===== src/rtl/mem_bus_arbiter_pkg.sv =====
// Shared types and constants for the I/D memory-port arbiter.
// State encoding, bus-error read value and byte-enable width helper.
package mem_bus_arbiter_pkg;

    typedef enum logic [1:0] {
        IDLE   = 2'd0,
        BUSY_I = 2'd1,
        BUSY_D = 2'd2,
        DONE   = 2'd3
    } arb_state_e;

    // Read data returned to a requester whose access timed out.
    localparam int BUS_ERR_RDATA = 0;

    function automatic int be_width(input int dw);
        return dw / 8;
    endfunction

endpackage


===== src/rtl/mem_bus_arbiter_if.sv =====
// Requester and memory-side signals of the arbiter.
// slave = arbiter view, master = datapath/memory environment view.
interface mem_bus_arbiter_if #(
    parameter int ADDR_W = 32,
    parameter int DATA_W = 32
);
    logic              i_req;
    logic [ADDR_W-1:0] i_addr;
    logic [DATA_W-1:0] i_rdata;
    logic              i_ready;
    logic              i_stall;

    logic                d_req;
    logic                d_we;
    logic [DATA_W/8-1:0] d_be;
    logic [ADDR_W-1:0]   d_addr;
    logic [DATA_W-1:0]   d_wdata;
    logic [DATA_W-1:0]   d_rdata;
    logic                d_ready;
    logic                d_stall;

    logic bus_err;

    logic                m_req;
    logic                m_we;
    logic [DATA_W/8-1:0] m_be;
    logic [ADDR_W-1:0]   m_addr;
    logic [DATA_W-1:0]   m_wdata;
    logic [DATA_W-1:0]   m_rdata;
    logic                m_ack;

    modport slave (
        input  i_req, i_addr,
        input  d_req, d_we, d_be, d_addr, d_wdata,
        input  m_rdata, m_ack,
        output i_rdata, i_ready, i_stall,
        output d_rdata, d_ready, d_stall,
        output bus_err,
        output m_req, m_we, m_be, m_addr, m_wdata
    );

    modport master (
        output i_req, i_addr,
        output d_req, d_we, d_be, d_addr, d_wdata,
        output m_rdata, m_ack,
        input  i_rdata, i_ready, i_stall,
        input  d_rdata, d_ready, d_stall,
        input  bus_err,
        input  m_req, m_we, m_be, m_addr, m_wdata
    );

endinterface


===== src/rtl/mem_bus_arbiter_timeout_cnt.sv =====
// Bus-access watchdog: counts BUSY cycles, flags the last allowed one.
// TIMEOUT=0 keeps expired permanently low.
module arb_timeout_cnt #(
    parameter int TIMEOUT = 255
) (
    input  logic clk,
    input  logic rstn,
    input  logic clr,
    input  logic en,
    output logic expired
);

    localparam int CW = (TIMEOUT > 0) ? $clog2(TIMEOUT + 1) : 1;
    localparam logic [CW-1:0] LAST = (TIMEOUT > 0) ? CW'(TIMEOUT - 1) : '0;

    logic [CW-1:0] cnt_q;
    logic [CW-1:0] cnt_d;

    // Next count: clear between accesses, advance while busy.
    always_comb begin
        cnt_d = cnt_q;
        if (clr) begin
            cnt_d = '0;
        end else if (en) begin
            cnt_d = cnt_q + 1'b1;
        end
    end

    // Count register.
    always_ff @(posedge clk or negedge rstn) begin
        if (!rstn) begin
            cnt_q <= '0;
        end else begin
            cnt_q <= cnt_d;
        end
    end

    // High in the TIMEOUT-th busy cycle, so BUSY lasts at most TIMEOUT cycles.
    assign expired = (TIMEOUT != 0) && en && (cnt_q == LAST);

endmodule


===== src/rtl/mem_bus_arbiter.sv =====
// Arbitrates fetch (I) and load/store (D) onto one memory port.
// D has priority; a starvation counter forces I after MAX_WAIT D grants.
module mem_bus_arbiter
    import mem_bus_arbiter_pkg::*;
#(
    parameter int ADDR_W   = 32,
    parameter int DATA_W   = 32,
    parameter int MAX_WAIT = 4,
    parameter int TIMEOUT  = 255
) (
    input logic         clk,
    input logic         rstn,
    mem_bus_arbiter_if.slave bus
);

    localparam int BE_W = be_width(DATA_W);
    localparam int SW   = (MAX_WAIT > 0) ? $clog2(MAX_WAIT + 1) : 1;
    localparam logic [SW-1:0]     STARVE_MAX = SW'(MAX_WAIT);
    localparam logic [DATA_W-1:0] ERR_RDATA  = DATA_W'(BUS_ERR_RDATA);

    arb_state_e state_q, state_d;
    logic [SW-1:0] starve_q, starve_d;

    logic              m_req_q, m_req_d;
    logic              m_we_q, m_we_d;
    logic [BE_W-1:0]   m_be_q, m_be_d;
    logic [ADDR_W-1:0] m_addr_q, m_addr_d;
    logic [DATA_W-1:0] m_wdata_q, m_wdata_d;

    logic [DATA_W-1:0] i_rdata_q, i_rdata_d;
    logic [DATA_W-1:0] d_rdata_q, d_rdata_d;
    logic              i_ready_q, i_ready_d;
    logic              d_ready_q, d_ready_d;
    logic              bus_err_q, bus_err_d;

    logic grant_d;
    logic grant_i;
    logic to_clr;
    logic to_en;
    logic to_expired;

    assign grant_d = bus.d_req && !(bus.i_req && (starve_q == STARVE_MAX));
    assign grant_i = bus.i_req && !grant_d;

    arb_timeout_cnt #(
        .TIMEOUT (TIMEOUT)
    ) u_to (
        .clk     (clk),
        .rstn    (rstn),
        .clr     (to_clr),
        .en      (to_en),
        .expired (to_expired)
    );

    // Next-state, grant capture and completion logic.
    always_comb begin
        state_d   = state_q;
        starve_d  = starve_q;
        m_req_d   = m_req_q;
        m_we_d    = m_we_q;
        m_be_d    = m_be_q;
        m_addr_d  = m_addr_q;
        m_wdata_d = m_wdata_q;
        i_rdata_d = i_rdata_q;
        d_rdata_d = d_rdata_q;
        i_ready_d = 1'b0;
        d_ready_d = 1'b0;
        bus_err_d = 1'b0;
        to_clr    = 1'b0;
        to_en     = 1'b0;

        unique case (state_q)
            IDLE: begin
                to_clr = 1'b1;
                if (grant_d) begin
                    state_d   = BUSY_D;
                    m_req_d   = 1'b1;
                    m_we_d    = bus.d_we;
                    m_be_d    = bus.d_be;
                    m_addr_d  = bus.d_addr;
                    m_wdata_d = bus.d_wdata;
                    if (!bus.i_req) begin
                        starve_d = '0;
                    end else if (starve_q != STARVE_MAX) begin
                        starve_d = starve_q + 1'b1;
                    end
                end else if (grant_i) begin
                    state_d  = BUSY_I;
                    m_req_d  = 1'b1;
                    m_we_d   = 1'b0;
                    m_be_d   = '1;
                    m_addr_d = bus.i_addr;
                    starve_d = '0;
                end
            end
            BUSY_I, BUSY_D: begin
                to_en = 1'b1;
                if (bus.m_ack) begin
                    state_d = DONE;
                    m_req_d = 1'b0;
                    if (state_q == BUSY_D) begin
                        d_rdata_d = bus.m_rdata;
                        d_ready_d = 1'b1;
                    end else begin
                        i_rdata_d = bus.m_rdata;
                        i_ready_d = 1'b1;
                    end
                end else if (to_expired) begin
                    state_d   = DONE;
                    m_req_d   = 1'b0;
                    bus_err_d = 1'b1;
                    if (state_q == BUSY_D) begin
                        d_rdata_d = ERR_RDATA;
                        d_ready_d = 1'b1;
                    end else begin
                        i_rdata_d = ERR_RDATA;
                        i_ready_d = 1'b1;
                    end
                end
            end
            DONE: begin
                to_clr  = 1'b1;
                state_d = IDLE;
            end
            default: begin
                state_d = IDLE;
            end
        endcase
    end

    // State, memory-side and requester-side registers.
    always_ff @(posedge clk or negedge rstn) begin
        if (!rstn) begin
            state_q   <= IDLE;
            starve_q  <= '0;
            m_req_q   <= 1'b0;
            m_we_q    <= 1'b0;
            m_be_q    <= '0;
            m_addr_q  <= '0;
            m_wdata_q <= '0;
            i_rdata_q <= '0;
            d_rdata_q <= '0;
            i_ready_q <= 1'b0;
            d_ready_q <= 1'b0;
            bus_err_q <= 1'b0;
        end else begin
            state_q   <= state_d;
            starve_q  <= starve_d;
            m_req_q   <= m_req_d;
            m_we_q    <= m_we_d;
            m_be_q    <= m_be_d;
            m_addr_q  <= m_addr_d;
            m_wdata_q <= m_wdata_d;
            i_rdata_q <= i_rdata_d;
            d_rdata_q <= d_rdata_d;
            i_ready_q <= i_ready_d;
            d_ready_q <= d_ready_d;
            bus_err_q <= bus_err_d;
        end
    end

    assign bus.m_req   = m_req_q;
    assign bus.m_we    = m_we_q;
    assign bus.m_be    = m_be_q;
    assign bus.m_addr  = m_addr_q;
    assign bus.m_wdata = m_wdata_q;
    assign bus.i_rdata = i_rdata_q;
    assign bus.d_rdata = d_rdata_q;
    assign bus.i_ready = i_ready_q;
    assign bus.d_ready = d_ready_q;
    assign bus.bus_err = bus_err_q;
    assign bus.i_stall = bus.i_req & ~i_ready_q;
    assign bus.d_stall = bus.d_req & ~d_ready_q;

endmodule


===== src/flat_wrapper.sv =====
// flat-port wrapper written by rule: the top's interface ports become plain ports
module mem_bus_arbiter_flat import mem_bus_arbiter_pkg::*;
#(
    parameter int ADDR_W   = 32,
    parameter int DATA_W   = 32,
    parameter int MAX_WAIT = 4,
    parameter int TIMEOUT  = 255
)
  (clk, rstn, bus_i_req, bus_i_addr, bus_d_req, bus_d_we, bus_d_be, bus_d_addr, bus_d_wdata, bus_m_rdata, bus_m_ack, bus_i_rdata, bus_i_ready, bus_i_stall, bus_d_rdata, bus_d_ready, bus_d_stall, bus_bus_err, bus_m_req, bus_m_we, bus_m_be, bus_m_addr, bus_m_wdata);
  mem_bus_arbiter_if #(.ADDR_W(ADDR_W), .DATA_W(DATA_W)) bus_i ();
  input logic clk;
  input logic rstn;
  input wire logic [$bits(bus_i.i_req)-1:0] bus_i_req;
  input wire logic [$bits(bus_i.i_addr)-1:0] bus_i_addr;
  input wire logic [$bits(bus_i.d_req)-1:0] bus_d_req;
  input wire logic [$bits(bus_i.d_we)-1:0] bus_d_we;
  input wire logic [$bits(bus_i.d_be)-1:0] bus_d_be;
  input wire logic [$bits(bus_i.d_addr)-1:0] bus_d_addr;
  input wire logic [$bits(bus_i.d_wdata)-1:0] bus_d_wdata;
  input wire logic [$bits(bus_i.m_rdata)-1:0] bus_m_rdata;
  input wire logic [$bits(bus_i.m_ack)-1:0] bus_m_ack;
  output wire logic [$bits(bus_i.i_rdata)-1:0] bus_i_rdata;
  output wire logic [$bits(bus_i.i_ready)-1:0] bus_i_ready;
  output wire logic [$bits(bus_i.i_stall)-1:0] bus_i_stall;
  output wire logic [$bits(bus_i.d_rdata)-1:0] bus_d_rdata;
  output wire logic [$bits(bus_i.d_ready)-1:0] bus_d_ready;
  output wire logic [$bits(bus_i.d_stall)-1:0] bus_d_stall;
  output wire logic [$bits(bus_i.bus_err)-1:0] bus_bus_err;
  output wire logic [$bits(bus_i.m_req)-1:0] bus_m_req;
  output wire logic [$bits(bus_i.m_we)-1:0] bus_m_we;
  output wire logic [$bits(bus_i.m_be)-1:0] bus_m_be;
  output wire logic [$bits(bus_i.m_addr)-1:0] bus_m_addr;
  output wire logic [$bits(bus_i.m_wdata)-1:0] bus_m_wdata;
  assign bus_i.i_req = bus_i_req;
  assign bus_i.i_addr = bus_i_addr;
  assign bus_i.d_req = bus_d_req;
  assign bus_i.d_we = bus_d_we;
  assign bus_i.d_be = bus_d_be;
  assign bus_i.d_addr = bus_d_addr;
  assign bus_i.d_wdata = bus_d_wdata;
  assign bus_i.m_rdata = bus_m_rdata;
  assign bus_i.m_ack = bus_m_ack;
  assign bus_i_rdata = bus_i.i_rdata;
  assign bus_i_ready = bus_i.i_ready;
  assign bus_i_stall = bus_i.i_stall;
  assign bus_d_rdata = bus_i.d_rdata;
  assign bus_d_ready = bus_i.d_ready;
  assign bus_d_stall = bus_i.d_stall;
  assign bus_bus_err = bus_i.bus_err;
  assign bus_m_req = bus_i.m_req;
  assign bus_m_we = bus_i.m_we;
  assign bus_m_be = bus_i.m_be;
  assign bus_m_addr = bus_i.m_addr;
  assign bus_m_wdata = bus_i.m_wdata;
  mem_bus_arbiter #(.ADDR_W(ADDR_W), .DATA_W(DATA_W), .MAX_WAIT(MAX_WAIT), .TIMEOUT(TIMEOUT)) u_core (.clk(clk), .rstn(rstn), .bus(bus_i));
endmodule

===== config.mk =====
export PLATFORM = sky130hd
export DESIGN_NAME = mem_bus_arbiter_flat
export DESIGN_NICKNAME = d
export VERILOG_FILES = /design/src/rtl/mem_bus_arbiter_pkg.sv /design/src/rtl/mem_bus_arbiter_if.sv /design/src/rtl/mem_bus_arbiter_timeout_cnt.sv /design/src/rtl/mem_bus_arbiter.sv /design/src/flat_wrapper.sv
export SDC_FILE = /design/constraint.sdc
export NUM_CORES = 1
export LEC_CHECK = 0
export BUFFER_PORTS_ARGS = -buffer_cell sky130_fd_sc_hd__buf_2
export CAP_MARGIN = 30
export CORE_ASPECT_RATIO = 1.2
export CORE_UTILIZATION = 43
export CTS_CLUSTER_SIZE = 8
export DETAILED_ROUTE_END_ITERATION = 10
export GPL_TIMING_DRIVEN = 0
export PLACE_DENSITY = 0.76
export SKIP_LAST_GASP = 1
export SYNTH_ARGS = -nofsm -noshare
export SYNTH_HDL_FRONTEND = slang
export SYNTH_SLANG_ARGS = --single-unit

===== constraint.sdc =====
create_clock -name clk -period 1.6 [get_ports clk]
set_input_delay 0.32 -clock clk [delete_from_list [all_inputs] [get_ports clk]]
set_output_delay 0.32 -clock clk [all_outputs]
set_load 0.01 [all_outputs]

==> results of run 1 <==
-- synthesized netlist by cell type, drive strengths merged --
cell / number / area [um^2]
nand4: 4 / 40.04
mux2: 32 / 469.2
nor3: 1 / 5.000
nor3b: 2 / 15.01
o211a: 1 / 10.01
o21ba: 1 / 10.01
and4: 1 / 8.760
xor2: 1 / 8.760
clkbuf: 12 / 45.04
nand3: 5 / 30.03
a31oi: 2 / 12.51
o31ai: 1 / 7.510
a32o: 64 / 640.6
o22a: 1 / 8.760
and3: 1 / 6.260
ha: 7 / 87.58
nand2: 48 / 211.5
o211ai: 1 / 7.510
and2: 8 / 52.55
buf: 25 / 237.7
a211o: 1 / 8.760
mux2i: 32 / 320.3
o21ai: 40 / 200.2
o21bai: 1 / 18.77
nor2b: 6 / 37.54
nor2: 5 / 18.77
a21oi: 1 / 5.000
xnor2: 5 / 43.79
dfrtp: 150 / 3754
inv: 8 / 30.03
-- layout by cell type (no fill, tap or decap), types with 6 or more instances in the layout --
cell,n
a32o_1,64
buf_2,282
clkbuf_16,19
o21ai_0,7
buf_12,7
buf_4,13
clkbuf_1,10
mux2i_1,21
mux2_4,32
o21ai_1,31
mux2i_2,8
and2_1,7
dfrtp_1,150
nor2b_1,6
buf_6,15
nand2_1,45
-- critical path: stages, from the launching register on --
cell and delay (ns):
dfrtp_1 0.36, inv_2 0.07, ha_4 0.28, nand4_1 0.15
o21bai_4 0.25, nand2_4 0.13, buf_6 0.17, a32o_1 0.21
-- cells by family (layout without fill, tap and decap cells) --
kind of cell | after synthesis | count (layout) | share of synthesized area
other cells | 0 | 1 | 0
buf+inv | 45 | 381 | 0.04925
flops | 150 | 150 | 0.5910
simple gates | 81 | 81 | 0.06698
mux | 64 | 64 | 0.1243
fa+ha+maj | 7 | 7 | 0.01379
compound gates | 114 | 114 | 0.1464
xor+xnor | 6 | 6 | 0.008274
-- where the power goes --
group          internal [mW]  switching [mW]
clock network           2.48            1.61
registers               5.56            1.01
logic                   4.13            4.11
total                   12.2            6.73
-- routing by layer --
layer | GRT usage | vias to the layer above | part of all wire
met2 | 0.4369 | 228 | 0.54
met5 | 0 | - | 0.00051
met3 | 0.06353 | 22 | 0.073
met4 | 0.09576 | 2 | 0.015
met1 | 0.2463 | 2587 | 0.37
li1 | - | 2385 | -
-- worst paths after layout --
| kind | start | endpoint | slack [ns] | depth (start not counted) |
|---|---|---|---|---|
| setup / recovery | u_core.state_q[0] | u_core.bus.i_rdata[13] | -0.14 | 7 |
| hold / removal | bus_d_wdata[27] | u_core.bus.m_wdata[27] | 0.13 | 2 |
| setup reg to reg | u_core.state_q[0] | u_core.bus.i_rdata[13] | -0.14 | 7 |
| hold reg to reg | u_core.bus.m_addr[18] | u_core.bus.m_addr[18] | 0.48 | 2 |
| max in group asynchronous | rstn | u_core.bus.m_wdata[31] | 0.27 | 3 |
| min in group asynchronous | rstn | u_core.bus.i_rdata[2] | 0.51 | 2 |
-- state kept, by name (all words and copies together) (netlist names) --
register            cells
u_core.bus.m_req        1
u_core.bus.m_wdata     32
u_core.bus.m_be         4
u_core.starve_q         3
u_core.bus.m_we         1
u_core.bus.i_ready      1
u_core.bus.m_addr      32
u_core.bus.d_ready      1
u_core.bus.i_rdata     32
u_core.bus.d_rdata     32
u_core.bus.bus_err      1
u_core.state_q          2
u_core.u_to.cnt_q       8
-- timing repair --
action | in CTS | in global routing
buffers inserted | 15 | 6
hold buffers | 1 | 0
setup endpoints to repair | 132 | 135
gates resized for setup | 48 | 35
cloned | 6 | 2
pin swaps | 3 | 5
hold endpoints to repair | 74 | 0
-- layout make-up --
cell class / count / area (um^2) / share of cell area
antenna: 1 / 2.502 / 0.0002750
buffer: 35 / 294.0 / 0.03231
clock buffer: 19 / 432.9 / 0.04757
clock inverter: 13 / 171.4 / 0.01884
inverter: 8 / 30.03 / 0.003300
multi-input combinational: 272 / 2396 / 0.2633
sequential: 150 / 3754 / 0.4125
tap: 175 / 219.0 / 0.02406
timing repair buffer: 306 / 1800 / 0.1979
-- through the flow --
step / setup TNS [ns] / cells / area (um^2) / hold WS (ns)
after detailed placement: -23.90 / 919 / 8000 / 0.3869
after CTS: -7.646 / 972 / 8947 / 0.1142
after floorplan: -3.554 / 467 / 6366 / 0.02441
after global routing: -14.21 / 979 / 9100 / 0.1209
after global placement: -285.52 / 918 / 7966 / 0.4600
final: -7.176 / 979 / 9100 / 0.1350
==> flow_metrics.env, run 1 <==
export IMPL_peakVddDrop_mv=1.392
export IMPL_finish_utilization=0.6313
export IMPL_ys_ff_latch=150
export IMPL_dieArea_um2=15260
export IMPL_grt_overflow=0
export IMPL_drv_slew=0
export IMPL_fillCellCount=1093
export IMPL_clk_path_buf_depth=2
export IMPL_rows=48
export IMPL_wl_um=17820
export IMPL_first_pass_iters=4
export IMPL_path_class="reg2reg"
export IMPL_yosysSeqAreaShare=0.5910
export IMPL_syn2layout_area_growth_pct=43.28
export IMPL_io_buffers=276
export IMPL_final_nets=935
export IMPL_antenna_found_initial=2
export IMPL_num_vias=5224
export IMPL_syn_nets=612
export IMPL_num_io_pins=277
export IMPL_path_clk_slew_ns=0.06
export IMPL_power_density_nw_per_um2=2077
export IMPL_critPathLaunchType="register"
export IMPL_avgSynthCellArea_um2=13.60
export IMPL_min_path_type="in2reg"
export IMPL_synthCells=467
export IMPL_power_total_mw=18.90
export IMPL_grt_pass1_wl_um=27590
export IMPL_final_hold_violation_count=0
export IMPL_htreeDepth=4
export IMPL_slew_headroom=0.5283
export IMPL_pre_cts_ws_ns=-0.3010
export IMPL_setup_slack_ns=-0.1370
export IMPL_wire_per_inst_um=18.20
export IMPL_cap_violations=0
export IMPL_cts_tree="built"
export IMPL_hpwl_um=12730
export IMPL_critPathCaptureType="register"
export IMPL_core_area_um2=14410
export IMPL_rsz0062_at_grt="yes"
export IMPL_grt_max_degree=77
export IMPL_synthDistinctLibCells=40
export IMPL_start_util=0.4406
export IMPL_drc_errors=0
export IMPL_syn_area_um2=6351
export IMPL_place_gp_congestion=0.8000
export IMPL_die_height_um=135.1
export IMPL_die_w_um=112.9
export IMPL_grtUsageTotal=0.2333
export IMPL_ys_warn_count=0
export IMPL_grt_pass1_vias=5461
export IMPL_setup_viol=67
export IMPL_failed_checks="setup timing"
export IMPL_clkSinkCount=150
export IMPL_worstMarginPinSlew_ns=0.7076
export IMPL_finClkSkew_ns=0.01004
export IMPL_drive_above_1_share=0.5205
export IMPL_arrival_ns=2.03
export IMPL_min_period_ns=1.737
export IMPL_path_max_fanout=10
export IMPL_vias_per_cell=5.336
export IMPL_timing_fmax_mhz=575.7
export IMPL_final_antenna_net_count=0
export IMPL_cp_data_required_time_ns=1.90
export IMPL_cts_buffers=17
export IMPL_fin_crit_sh=1.086
export IMPL_p_leak_nw=4.717
export IMPL_drt_iter0_drc=232
export IMPL_clock_latency_ns=0.42
export IMPL_root_buffer="clkbuf_16"
export IMPL_status="finished, violations left"
No activity file was read; power rests on OpenSTA's default activity.
==> run 2: changes to the inputs <==
--- a/config.mk
+++ b/config.mk
@@ -6,13 +6,15 @@
 export NUM_CORES = 1
 export LEC_CHECK = 0
 export BUFFER_PORTS_ARGS = -buffer_cell sky130_fd_sc_hd__buf_2
-export CAP_MARGIN = 30
+export CAP_MARGIN = 20
+export CELL_PAD_IN_SITES_DETAIL_PLACEMENT = 2
+export CELL_PAD_IN_SITES_GLOBAL_PLACEMENT = 2
 export CORE_ASPECT_RATIO = 1.2
-export CORE_UTILIZATION = 43
+export CORE_UTILIZATION = 27
 export CTS_CLUSTER_SIZE = 8
 export DETAILED_ROUTE_END_ITERATION = 10
 export GPL_TIMING_DRIVEN = 0
-export PLACE_DENSITY = 0.76
+export PLACE_DENSITY_LB_ADDON = 0.1
 export SKIP_LAST_GASP = 1
 export SYNTH_ARGS = -nofsm -noshare
 export SYNTH_HDL_FRONTEND = slang
==> flow_metrics.env, run 2 (synthesis results as in run 1) <==
export IMPL_drc_errors=0
export IMPL_num_io_pins=277
export IMPL_hpwl_um=15250
export IMPL_multiInputGateArea_um2=2534
export IMPL_die_height_um=170.0
export IMPL_timing_fmax_mhz=576.6
export IMPL_cts_tree="built"
export IMPL_fin_hold_ws_ns=0.1184
export IMPL_final_hold_violation_count=0
export IMPL_root_buffer="clkbuf_16"
export IMPL_final_antenna_net_count=0
export IMPL_dp_cells=1059
export IMPL_setup_viol=89
export IMPL_min_period_ns=1.734
export IMPL_grt_pass1_wl_um=32160
export IMPL_syn2layout_area_growth_pct=48.27
export IMPL_final_nets=938
export IMPL_fin_cells=1121
export IMPL_cap_violations=0
export IMPL_worstMarginPinSlew_ns=0.6151
export IMPL_grtUsageTotal=0.1752
export IMPL_critPathCaptureType="register"
export IMPL_grt_pass1_vias=5785
export IMPL_clk_path_buf_depth=2
export IMPL_power_total_mw=19.13
export IMPL_status="finished, violations left"
export IMPL_regArea_um2=3755
export IMPL_fillCellCount=2438
export IMPL_drv_slew=0
export IMPL_wl_um=21420
export IMPL_antenna_found_initial=1
export IMPL_io_buffers=276
export IMPL_path_max_fanout=10
export IMPL_vias_per_cell=4.649
export IMPL_dieArea_um2=24140
export IMPL_power_density_nw_per_um2=2032
export IMPL_num_vias=5211
export IMPL_cts_buffers=17
export IMPL_arrival_ns=2.04
export IMPL_start_util=0.2746
export IMPL_min_path_type="in2reg"
export IMPL_peakVddDrop_mv=0.8037
export IMPL_rows=61
export IMPL_grt_max_degree=92
export IMPL_diodes=0
export IMPL_clock_latency_ns=0.43
export IMPL_drive_above_1_share=0.5310
export IMPL_wire_per_inst_um=19.11
export IMPL_failed_checks="setup timing"
export IMPL_final_cell_mix="buf_2 (281), dfrtp_1 (149), a32o_1 (64)"
export IMPL_path_clk_slew_ns=0.07
export IMPL_fin_crit_sh=1.084
export IMPL_grt_overflow=0
export IMPL_htreeDepth=4
export IMPL_setup_slack_ns=-0.1344
export IMPL_drt_iter0_drc=126
export IMPL_p_leak_nw=4.723
export IMPL_place_gp_congestion=0.7299
export IMPL_finClkSkew_ns=0.01131
export IMPL_cp_data_required_time_ns=1.91
export IMPL_slew_headroom=0.5899
export IMPL_clkSinkCount=150
export IMPL_die_w_um=142.0
export IMPL_critPathLaunchType="register"
export IMPL_rsz0062_at_grt="yes"
export IMPL_layout_commonest_cell="buf_2"
export IMPL_path_class="reg2reg"
export IMPL_core_area_um2=23130
export IMPL_first_pass_iters=4
run 2: critical path, stage by stage (launching register included):
cell      delay (ns)
dfrtp_1         0.37
inv_2           0.07
ha_4            0.28
nand4_1         0.16
o21bai_4        0.25
nand2_4         0.12
buf_6           0.17
a32o_1          0.20
run 2: worst paths after layout:
kind	startpoint	end	slack, ns	depth (start not counted)
worst max-delay path	u_core.state_q[0]	u_core.bus.d_rdata[23]	-0.13	7
worst min-delay path	bus_d_wdata[29]	u_core.bus.m_wdata[29]	0.12	2
worst max register to register	u_core.state_q[0]	u_core.bus.d_rdata[23]	-0.13	7
worst min register to register	u_core.bus.m_addr[11]	u_core.bus.m_addr[11]	0.48	2
max in group asynchronous	rstn	u_core.bus.i_rdata[27]	0.27	3
min in group asynchronous	rstn	u_core.bus.m_addr[10]	0.43	2
run 2: where the power goes:
group / total (mW) / internal (mW) / leakage, nW / switching, mW
Combinational: 8.54 / 4.18 / 2.58 / 4.36
Clock: 4.06 / 2.22 / 0.283 / 1.84
Sequential: 6.52 / 5.56 / 1.86 / 0.964
run 2: what timing repair did:
item / CTS / global route
endpoints found under the setup margin: 141 / 138
gates cloned: 1 / 5
gates resized for setup: 27 / 52
hold buffers: 1 / 0
setup buffers: 14 / 11
pin swaps: 4 / 6
endpoints found under the hold margin: 59 / 0
run 2: metal layers:
layer / track usage / vias to the layer above / part of all wire
met5: 0 / - / 0.00061
met3: 0.05262 / 19 / 0.066
met1: 0.1967 / 2631 / 0.39
li1: - / 2382 / -
met2: 0.3131 / 177 / 0.53
met4: 0.05891 / 2 / 0.012
run 2: per-stage QoR:
step                setup slack [ns]    util  cell area (um^2)  TNS [ns]
global placement              -2.135  0.3521              8142   -342.14
CTS                          -0.1178  0.3894              9006    -7.465
global route                 -0.2217  0.4072              9417    -16.98
floorplan                   -0.06357       -              6366    -3.554
finish                       -0.1344  0.4072              9417    -8.679
detailed placement           -0.3090  0.3535              8175    -28.54
run 2: area by class of cell:
| class | instances | area share |
|---|---|---|
| repair buffers | 308 | 0.1909 |
| multi-input cells | 273 | 0.2691 |
| plain buffers | 35 | 0.03322 |
| well taps | 315 | 0.04185 |
| clock inverters | 14 | 0.01741 |
| clock buffers | 18 | 0.04558 |
| flip-flops and latches | 150 | 0.3988 |
| inverters | 8 | 0.003189 |
==> run 3: changes to the inputs <==
--- a/config.mk
+++ b/config.mk
@@ -18,4 +18,5 @@
 export SKIP_LAST_GASP = 1
 export SYNTH_ARGS = -nofsm -noshare
 export SYNTH_HDL_FRONTEND = slang
+export SYNTH_HIERARCHICAL = 1
 export SYNTH_SLANG_ARGS = --single-unit
==> flow_metrics.env, run 3 <==
export IMPL_status="finished, violations left"
export IMPL_failed_checks="setup timing"
export IMPL_fin_hold_ws_ns=0.1291
export IMPL_root_buffer="clkbuf_16"
export IMPL_slowest_stage="dfrtp_1"
export IMPL_rsz0062_at_grt="yes"
export IMPL_finalSetupTns_ns=-32.50
export IMPL_p_leak_nw=5.125
export IMPL_arrival_ns=2.43
export IMPL_avgSynthCellArea_um2=12.47
export IMPL_critPathCaptureType="register"
export IMPL_synth_edff_count=0
export IMPL_cts_tree="built"
export IMPL_first_pass_iters=4
export IMPL_clkSinkCount=150
export IMPL_syn_area_um2=6624
export IMPL_worstMarginPinSlew_ns=0.6323
export IMPL_drt_iter0_drc=141
export IMPL_core_area_um2=24050
export IMPL_ys_flop_type="dfrtp_1"
export IMPL_yosysMostFrequentCell="dfrtp_1"
export IMPL_min_path_type="in2reg"
export IMPL_hpwl_um=15980
export IMPL_setup_viol=100
export IMPL_grtUsageTotal=0.1849
export IMPL_fin_crit_sh=1.330
export IMPL_ys_warn_count=6
export IMPL_drive_above_1_share=0.5808
export IMPL_synth_top_area_cell="dfrtp_1"
export IMPL_r2r_slack_ns=-0.53
export IMPL_final_hold_violation_count=0
export IMPL_cts_buffers=17
export IMPL_vias_per_cell=4.633
export IMPL_die_height_um=173.6
export IMPL_place_gp_congestion=0.8035
export IMPL_start_util=0.2754
export IMPL_grt_pass1_vias=6317
export IMPL_power_total_mw=20.65
export IMPL_synth_common_cells="dfrtp_1 (150), mux2_2 (70), nand2_1 (68)"
export IMPL_synthDistinctLibCells=40
export IMPL_peakVddDrop_mv=0.7013
export IMPL_p_sw_mw=6.962
export IMPL_wire_per_inst_um=19.33
export IMPL_reg2reg_from="u_core/state_q[1]"
export IMPL_drv_slew=0
export IMPL_synthCells=531
export IMPL_power_density_nw_per_um2=2030
export IMPL_drc_errors=0
export IMPL_final_nets=1019
export IMPL_syn_nets=677
export IMPL_power_internal_mw=13.69
export IMPL_yosysTopAreaCellShare=0.5667
export IMPL_hp_start="bus_d_wdata[26]"
export IMPL_io_buffers=275
export IMPL_synthArstFlopShare=1.000
export IMPL_finClkSkew_ns=0.009482
export IMPL_p_clk_frac=0.226
export IMPL_setup_slack_ns=-0.5282
export IMPL_dieArea_um2=25170
export IMPL_grt_pass1_wl_um=36000
export IMPL_critPathLaunchType="register"
export IMPL_min_period_ns=2.128
export IMPL_slew_headroom=0.5785
export IMPL_final_cell_mix="buf_2 (277), dfrtp_1 (150), mux2_4 (75)"
export IMPL_swShare=0.3371
export IMPL_synth_area_leaders="dfrtp_1 (57%), mux2_2 (12%), mux2_4 (6.3%)"
export IMPL_yosysSeqAreaShare=0.5667
export IMPL_num_vias=5587
export IMPL_crit_start="u_core/state_q[1]"
export IMPL_die_w_um=145.0
export IMPL_critPathMaxStageDelay_ns=0.37
export IMPL_path_class="reg2reg"
export IMPL_path_clk_slew_ns=0.06
export IMPL_timing_fmax_mhz=469.9
export IMPL_seqPwrFrac=0.310
export IMPL_final_antenna_net_count=0
export IMPL_power_share_combinational=0.464
export IMPL_layout_commonest_cell="buf_2"
export IMPL_fillCellCount=2502
export IMPL_antenna_found_initial=1
export IMPL_cp_data_required_time_ns=1.91
export IMPL_htreeDepth=4
export IMPL_grt_overflow=0
export IMPL_ys_ff_latch=150
export IMPL_cp_cell_sequence="inv_2 > ha_4 > buf_6 > nand4_1 > nor2_4 > nor2_4 > nor3_4 > buf_6 > buf_12 > buf_12 > mux2_4"
export IMPL_clock_latency_ns=0.43
export IMPL_clk_path_buf_depth=2
export IMPL_rows=62
export IMPL_num_io_pins=277
export IMPL_syn2layout_area_growth_pct=53.63
export IMPL_wl_um=23310
export IMPL_cap_violations=0
export IMPL_path_max_fanout=5
export IMPL_grt_max_degree=113
run 3: changes by cell type in the layout (fill, tap and decap cells not counted), moves of 15 or more:
cell      before  now
o211ai_1       1   32
and2_1         7   32
nand2_1       45   61
mux2_2         3   23
buf_4         20   37
a32o_1        64    2
o21ai_0       22    4
nand4_1        3   35
mux2_4        29   75
o21ai_1       16    1
mux2i_1       17    1
run 3: final cells by class:
cell class	count	area, um^2	share of cell area
Antenna cell	1	2.502	0.0002459
Clock inverter	8	192.7	0.01894
Sequential cell	150	3754	0.3689
Multi-Input combinational cell	335	2945	0.2894
Tap cell	320	400.4	0.03935
Clock buffer	23	488.0	0.04795
Buffer	35	380.4	0.03738
Inverter	7	26.28	0.002582
Timing Repair Buffer	327	1987	0.1953
run 3: cells by family (layout without fill, tap and decap cells):
logic type,count (synthesis),count (layout),share of synthesized area
AO/OA/AOI/OAI,55,55,0.05912
XOR/XNOR,4,4,0.005290
adder cells (fa/ha/maj),8,8,0.01511
buffers and inverters,46,400,0.03759
flip-flops,150,150,0.5667
multiplexers,99,99,0.1840
other,0,1,0
AND/OR/NAND/NOR,169,169,0.1322
run 3: path summary, 6_finish.rpt:
check	to	cells after the start
setup reg to reg	u_core/bus.i_rdata[5]	11
max in group asynchronous	u_core/bus.m_wdata[5]	3
hold / removal	u_core/bus.m_wdata[26]	2
min in group asynchronous	u_core/bus.d_rdata[11]	2
hold reg to reg	u_core/bus.m_we	2
setup / recovery	u_core/bus.i_rdata[5]	11
run 3: critical path, delay by kind of cell, from the launching register on:
family | cells | cell delay [ns]
muxes | 1 | 0.31
and+or+nand+nor | 4 | 0.51
buffers and inverters | 5 | 0.56
DFF | 1 | 0.37
adders and majority gates | 1 | 0.27
run 3: power groups by stage:
stage / Combinational, mW / Sequential [mW] / Clock, mW
2_1_floorplan: 3.97 / 7.07 / 0
3_3_place_gp: 7.49 / 6.31 / 0
3_5_place_dp: 7.73 / 6.45 / 0
4_1_cts: 9.08 / 6.41 / 4.80
5_1_grt: 10.3 / 6.60 / 4.95
6_report: 9.58 / 6.40 / 4.67
run 3: repair_timing:
action	in CTS	in global routing
buffers inserted	32	12
hold buffers	1	0
pin swaps	10	15
resized for setup	76	46
cloned	2	7
endpoints found under the setup margin	146	137
endpoints found under the hold margin	38	0
run 3: through the flow:
step / utilization / std cells / setup slack (ns) / cell area [um^2]
floorplan: - / 531 / -0.5393 / 6746
global placement: 0.3544 / 1126 / -2.179 / 8523
detailed placement: 0.3560 / 1127 / -0.9254 / 8561
CTS: 0.4084 / 1189 / -0.4925 / 9821
global route: 0.4232 / 1206 / -0.6086 / 10180
finish: 0.4232 / 1206 / -0.5282 / 10180
run 3: layer usage:
metal / track usage / share of wire
met2: 0.3241 / 0.53
met3: 0.05553 / 0.059
met5: 0 / 0
met1: 0.2142 / 0.40
met4: 0.05984 / 0.012
